==> src/rtl/jk_reg_bank_if.sv <==
// Bus bundle for jk_reg_bank: control/data inputs toward the bank and
// registered state, pulses and complement back to the user.
interface jk_reg_bank_if #(
    parameter int WIDTH = 8
);
    logic             en;
    logic [1:0]       mode;
    logic [WIDTH-1:0] j;
    logic [WIDTH-1:0] k;
    logic [WIDTH-1:0] d;
    logic [WIDTH-1:0] q;
    logic [WIDTH-1:0] qn;
    logic             tc;
    logic             chg;

    modport master (
        output en, mode, j, k, d,
        input  q, qn, tc, chg
    );

    modport slave (
        input  en, mode, j, k, d,
        output q, qn, tc, chg
    );
endinterface

==> src/rtl/jk_reg_bank.sv <==
// Bank of JK flip-flops with per-bit J/K, parallel load and up/down counting
// built from synchronous toggle chains; emits terminal-count and change pulses.
module jk_reg_bank #(
    parameter int               WIDTH    = 8,
    parameter logic [WIDTH-1:0] RST_VAL  = '0,
    parameter bit               SATURATE = 1'b0
) (
    input  logic          clk,
    input  logic          rst,
    jk_reg_bank_if.slave  bus
);

    typedef enum logic [1:0] {
        MODE_JK   = 2'b00,
        MODE_LOAD = 2'b01,
        MODE_UP   = 2'b10,
        MODE_DOWN = 2'b11
    } mode_t;

    logic [WIDTH-1:0] q_r;
    logic [WIDTH-1:0] q_nxt;
    logic [WIDTH-1:0] jk_nxt;
    logic [WIDTH-1:0] t_up;
    logic [WIDTH-1:0] t_dn;
    logic             run_up;
    logic             run_dn;
    logic             at_max;
    logic             at_min;
    logic             tc_nxt;
    logic             tc_r;
    logic             chg_r;
    mode_t            mode_dec;

    assign mode_dec = mode_t'(bus.mode);
    assign at_max   = &q_r;
    assign at_min   = ~|q_r;

    // Bit i toggles when every lower bit is 1 (up) or 0 (down).
    always_comb begin
        t_up   = '0;
        t_dn   = '0;
        run_up = 1'b1;
        run_dn = 1'b1;
        for (int i = 0; i < WIDTH; i++) begin
            t_up[i] = run_up;
            t_dn[i] = run_dn;
            run_up  = run_up & q_r[i];
            run_dn  = run_dn & ~q_r[i];
        end
    end

    always_comb begin
        jk_nxt = q_r;
        for (int i = 0; i < WIDTH; i++) begin
            case ({bus.j[i], bus.k[i]})
                2'b00:   jk_nxt[i] = q_r[i];
                2'b01:   jk_nxt[i] = 1'b0;
                2'b10:   jk_nxt[i] = 1'b1;
                2'b11:   jk_nxt[i] = ~q_r[i];
                default: jk_nxt[i] = q_r[i];
            endcase
        end
    end

    always_comb begin
        q_nxt  = q_r;
        tc_nxt = 1'b0;
        case (mode_dec)
            MODE_JK: begin
                q_nxt = jk_nxt;
            end
            MODE_LOAD: begin
                q_nxt = bus.d;
            end
            MODE_UP: begin
                tc_nxt = at_max;
                if (!(at_max && SATURATE)) begin
                    q_nxt = q_r ^ t_up;
                end
            end
            MODE_DOWN: begin
                tc_nxt = at_min;
                if (!(at_min && SATURATE)) begin
                    q_nxt = q_r ^ t_dn;
                end
            end
            default: begin
                q_nxt = q_r;
            end
        endcase
    end

    always_ff @(posedge clk) begin
        if (rst) begin
            q_r   <= RST_VAL;
            tc_r  <= 1'b0;
            chg_r <= 1'b0;
        end else if (bus.en) begin
            q_r   <= q_nxt;
            tc_r  <= tc_nxt;
            chg_r <= (q_nxt != q_r);
        end else begin
            tc_r  <= 1'b0;
            chg_r <= 1'b0;
        end
    end

    assign bus.q   = q_r;
    assign bus.qn  = ~q_r;
    assign bus.tc  = tc_r;
    assign bus.chg = chg_r;

endmodule

==> src/flat_wrapper.sv <==
// flat-port wrapper written by rule: the top's interface ports become plain ports
module jk_reg_bank_flat 
#(
    parameter int               WIDTH    = 8,
    parameter logic [WIDTH-1:0] RST_VAL  = '0,
    parameter bit               SATURATE = 1'b0
)
  (clk, rst, bus_en, bus_mode, bus_j, bus_k, bus_d, bus_q, bus_qn, bus_tc, bus_chg);
  jk_reg_bank_if #(.WIDTH(WIDTH)) bus_i ();
  input  logic clk;
  input  logic rst;
  input wire logic [$bits(bus_i.en)-1:0] bus_en;
  input wire logic [$bits(bus_i.mode)-1:0] bus_mode;
  input wire logic [$bits(bus_i.j)-1:0] bus_j;
  input wire logic [$bits(bus_i.k)-1:0] bus_k;
  input wire logic [$bits(bus_i.d)-1:0] bus_d;
  output wire logic [$bits(bus_i.q)-1:0] bus_q;
  output wire logic [$bits(bus_i.qn)-1:0] bus_qn;
  output wire logic [$bits(bus_i.tc)-1:0] bus_tc;
  output wire logic [$bits(bus_i.chg)-1:0] bus_chg;
  assign bus_i.en = bus_en;
  assign bus_i.mode = bus_mode;
  assign bus_i.j = bus_j;
  assign bus_i.k = bus_k;
  assign bus_i.d = bus_d;
  assign bus_q = bus_i.q;
  assign bus_qn = bus_i.qn;
  assign bus_tc = bus_i.tc;
  assign bus_chg = bus_i.chg;
  jk_reg_bank #(.WIDTH(WIDTH), .RST_VAL(RST_VAL), .SATURATE(SATURATE)) u_core (.clk(clk), .rst(rst), .bus(bus_i));
endmodule
==> config.mk <==
export PLATFORM = sky130hd
export DESIGN_NAME = jk_reg_bank_flat
export DESIGN_NICKNAME = d
export VERILOG_FILES = /design/src/rtl/jk_reg_bank_if.sv /design/src/rtl/jk_reg_bank.sv /design/src/flat_wrapper.sv
export SDC_FILE = /design/constraint.sdc
export NUM_CORES = 1
export LEC_CHECK = 0
export ABC_CLOCK_PERIOD_IN_PS = 4500
export BUFFER_PORTS_ARGS = -buffer_cell sky130_fd_sc_hd__buf_4
export CAP_MARGIN = 15
export CORE_UTILIZATION = 35
export DETAILED_ROUTE_END_ITERATION = 8
export PLACE_DENSITY = 0.59
export SYNTH_ARGS = -nofsm -noshare
export SYNTH_HDL_FRONTEND = slang
export SYNTH_SLANG_ARGS = --single-unit
==> constraint.sdc <==
create_clock -name clk -period 4.5 [get_ports clk]
set_clock_uncertainty 0.1 [all_clocks]
set_input_delay 0.225 -clock clk [delete_from_list [all_inputs] [get_ports clk]]
set_output_delay 0.225 -clock clk [all_outputs]
set_load 0.005 [all_outputs]
==> results <==
- The total wirelength of the detailed-routed design is 3280 µm.
- The number of diodes added for antenna fixing is 0.
- The floorplan step defined a die boundary enclosing 3300 µm².
- The cell area after placement is approximately 1400 µm².
- The fraction of layout cells with a size suffix above 1 is slightly below 30%.
- The initial antenna violation count is 0.
- The flow ran to the end, but the final reports show violations.
- For this run, the share of the core covered by cells in the final layout is 48.7%.
- The buffer cell driving the clock tree root is sky130_fd_sc_hd__clkbuf_4.
- After synthesis the cells add up to 1070 µm².
- In the final routed layout, each cell accounts on average for 15.1 µm.
- No sink is reached through more buffers than the 2 on the longest clock path.
- In this run, post-CTS hold repair placed 0 buffers.
- Relative to the synthesized area, the layout overhead comes to 28.1%.
- The count of flip-flops with a built-in enable after synthesis is 0.
- In this run the number of H-tree levels came out at 1.
- The worst pin sits at a relative slew slack of 56.5%.
- The worst setup path is launched from a flip-flop.
- The actual transition at the worst max-transition pin is 0.643 ns.
- The worst-case vdd ir drop is 0.140 mV.
- The post-layout net count is approximately 220.
- Pin placement for this block handled 47 I/O pins.
- The wire length of the first global-routing pass is 5330 µm.
- The worst path arrival time is 2.18 ns.
- The number of nets still failing antenna checks after routing is 0.
- Using the TritonRoute via totals, the vias-per-cell ratio works out to 5.86.
- The layout has just over 300 filler cells.
- The capture instance of the worst register-to-register path is u_core.bus.q[7]$_SDFFE_PP0P_.
- The worst register-to-register path has a setup slack of between 2 and 2.5 ns.
- The HPWL after detailed placement is between 2000 and 2500 µm.
- The starting utilization of the core area is between 30% and 40%.
- Of the total power, registers draw 38.5%.
- The worst hold path begins at rst.
- The most common library cell in the layout ignoring fill and taps is sky130_fd_sc_hd__buf_4.
- In this run, post-CTS repair resized a total of 0 instances.
- The post-route minimum period is 2.08 ns.
- The leakage power is about 0.57 nW.
- The proportion of synthesized chip area in sequential cells is 18.6%.
- Net switching is 35.5% of the power.
- The worst endpoint required time is about 4.6 ns.
- For this design the ratio of total power to cell area is 206 nW/µm².
- The number of cell rows is 19.
- Among all flip-flop cells after synthesis, the most frequent one is sky130_fd_sc_hd__dfxtp_1.
- Counting cells, the worst reg-to-reg path comes to 5.
- The clock group share of total power is 22.6%.
- The pre-antenna-repair detailed-routing pass consisted of 7 iterations.
- The number of failing hold endpoints at the final stage is 0.
- The width of the chip is 57.4 µm.
- Summing all multi-input logic gate instances after layout gives 728 µm².
- The port buffer count is between 40 and 50.
- The global router's overall resource usage is between 20% and 30%.
- The tightest hold path in the finished design has a slack of 0.123 ns.
- Setup violations remaining at the end of the flow were counted as 0.
- Setup total negative slack on the finished layout was measured at 0 ns.
- In the layout the commonest cells are sky130_fd_sc_hd__buf_4, sky130_fd_sc_hd__a21oi_1, sky130_fd_sc_hd__o21ai_0.
- Synthesis handed over a netlist of 151 instances.
- In this run the power spent charging and discharging nets is slightly above 0.1 mW.
- The finished cells cover 1380 µm².
- Dividing the final minimum period by the clock period gives 46.2%.
- The final weighted congestion in routability-driven placement is 0.811.
- The number of clock sinks is 10.
- In the final layout, flip-flops and latches occupy 200 µm².
- The tightest min-delay check is of the in2reg type.
- The setup path with the least slack is of type reg2reg.
- The number of remaining DRC errors is 4.
- The yosys synthesis warning count is 0.
- Entering global routing, the biggest net connects 33 pins.
- The highest attainable clock frequency is 481 MHz.
- The synthesized design devotes to its leading area cell type a little under a fifth of total area.
- In the post-synthesis netlist, the biggest area contributors are sky130_fd_sc_hd__dfxtp_1, sky130_fd_sc_hd__a21oi_1, sky130_fd_sc_hd__o21ai_0.
- The total global routing overflow is 0.
- Of all nets on the critical path, the largest fanout is 16.
- The count of maximum capacitance violations is 0.
- The synthesized area per cell is 7.12 µm².
- Power comes to 0.284 mW.
- The total clock buffers created by CTS is 3.
- The max-slew violation count was 0.
- The number of global-route vias before repair is 1142.
- Summed over all instances, the cell type with the most area after synthesis is sky130_fd_sc_hd__dfxtp_1.
- Internal power comes to 0.183 mW.
- The type of element capturing the critical path is a flip-flop.
- In this run, distinct cell masters in the synthesized netlist total 46.
- The synthesized net count is 180.
- Clock latency on the worst-skew pair, taken at its later pin, is 0.27 ns.
- After clock tree synthesis, the clock-pin slew on the worst setup and hold paths is around 0.070 ns.
- Buffers added to address setup during post-CTS repair amount to 0.
- TritonCTS built the clock tree.
- The worst min-delay path endpoint is u_core.bus.q[3]$_SDFFE_PP0P_.
- In this run, synthesis produced a sequential element count of 10.
- The worst hold path was traced through 2 stages.
- The count of vias placed by the detailed router is 1271.
- Setup repair after global routing left no endpoint under its margin.
- The beginning of the worst register-to-register path is u_core.bus.q[0]$_SDFFE_PP0P_.
- The number of DRC markers in iteration 0 is between 50 and 60.
- The area inside the core boundary is 2830 µm².
- The checks that failed: DRC.
- For this run, asynchronously set or reset flops after synthesis account for 0%.
- Per report_power, the combinational group accounts for 38.9% of the total.
- The vertical die dimension is 57.4 µm.
state kept, by name, indices dropped and copies added (netlist names):
register        cells
u_core.bus.q        8
u_core.bus.chg      1
u_core.bus.tc       1
area by class of cell:
cell class	count	area share (%)
well taps	31	2.82
repair buffers	46	25.1
multi-input cells	116	52.9
inverters	11	3.00
clock buffers	3	1.64
flip-flops and latches	10	14.5
cell usage after synthesis, types with 3 or more instances:
cell type and number:
sky130_fd_sc_hd__buf_4 3, sky130_fd_sc_hd__nand2_1 10, sky130_fd_sc_hd__nor2_1 10, sky130_fd_sc_hd__o211ai_1 6, sky130_fd_sc_hd__nor2b_1 4, sky130_fd_sc_hd__nor3_1 4, sky130_fd_sc_hd__nand3_1 3, sky130_fd_sc_hd__a211oi_1 3
sky130_fd_sc_hd__buf_6 3, sky130_fd_sc_hd__o21ai_0 16, sky130_fd_sc_hd__inv_1 10, sky130_fd_sc_hd__a31oi_1 3, sky130_fd_sc_hd__dfxtp_1 10, sky130_fd_sc_hd__mux2i_1 5, sky130_fd_sc_hd__a21oi_1 18
power by group through the flow:
stage	clock, mW	sequential [mW]	combinational, mW
floorplan	0	0.102	0.0742
global placement	0	0.111	0.109
detailed placement	0	0.111	0.110
CTS	0.0659	0.109	0.110
global route	0.0717	0.111	0.122
finish	0.0642	0.109	0.110
metal layers:
layer  track usage, %  routed length [µm]  vias to the layer above
met5                0                   0                        -
li1                 -                   -                      636
met2             32.2                1530                       59
met4             4.53                  28                        0
met3             5.90                 274                        4
met1             28.6                1450                      572
cell families (layout without fill, tap and decap cells):
family	Yosys count	in the layout	share of synthesized area (%)
AO/OA/AOI/OAI	62	62	36.7
AND/OR/NAND/NOR	47	47	24.8
flip-flops	10	10	18.6
XOR/XNOR	2	2	1.63
multiplexers	5	5	4.66
buffers and inverters	25	60	13.6
critical path: stages, from the launching register on:
cell and delay (ns):
sky130_fd_sc_hd__dfxtp_1 0.47, sky130_fd_sc_hd__or4b_4 0.61, sky130_fd_sc_hd__nor3_2 0.19, sky130_fd_sc_hd__a31oi_1 0.07
sky130_fd_sc_hd__or4_1 0.41, sky130_fd_sc_hd__a31oi_1 0.16
stage by stage:
| stage | instances | worst slack [ns] |
|---|---|---|
| final | 217 | 2.42 |
| after detailed placement | 214 | 2.42 |
| after CTS | 217 | 2.41 |
| after floorplan | 151 | 2.60 |
| after global placement | 214 | 2.48 |
| after global routing | 217 | 2.28 |
how the worst max path moves through the flow:
stage | cells past startpoint | from | slack [ns] | end
final | 5 | u_core.bus.q[0]$_SDFFE_PP0P_ | 2.42 | u_core.bus.q[7]$_SDFFE_PP0P_
after global placement | 5 | u_core.bus.q[0]$_SDFFE_PP0P_ | 2.48 | u_core.bus.q[7]$_SDFFE_PP0P_
after detailed placement | 5 | u_core.bus.q[0]$_SDFFE_PP0P_ | 2.42 | u_core.bus.q[7]$_SDFFE_PP0P_
after global routing | 5 | u_core.bus.q[0]$_SDFFE_PP0P_ | 2.28 | u_core.bus.q[7]$_SDFFE_PP0P_
after CTS | 5 | u_core.bus.q[0]$_SDFFE_PP0P_ | 2.41 | u_core.bus.q[7]$_SDFFE_PP0P_
after floorplan | 6 | u_core.bus.q[1]$_SDFFE_PP0P_ | 2.60 | u_core.bus.q[7]$_SDFFE_PP0P_
Power figures use the tool's default switching activity.
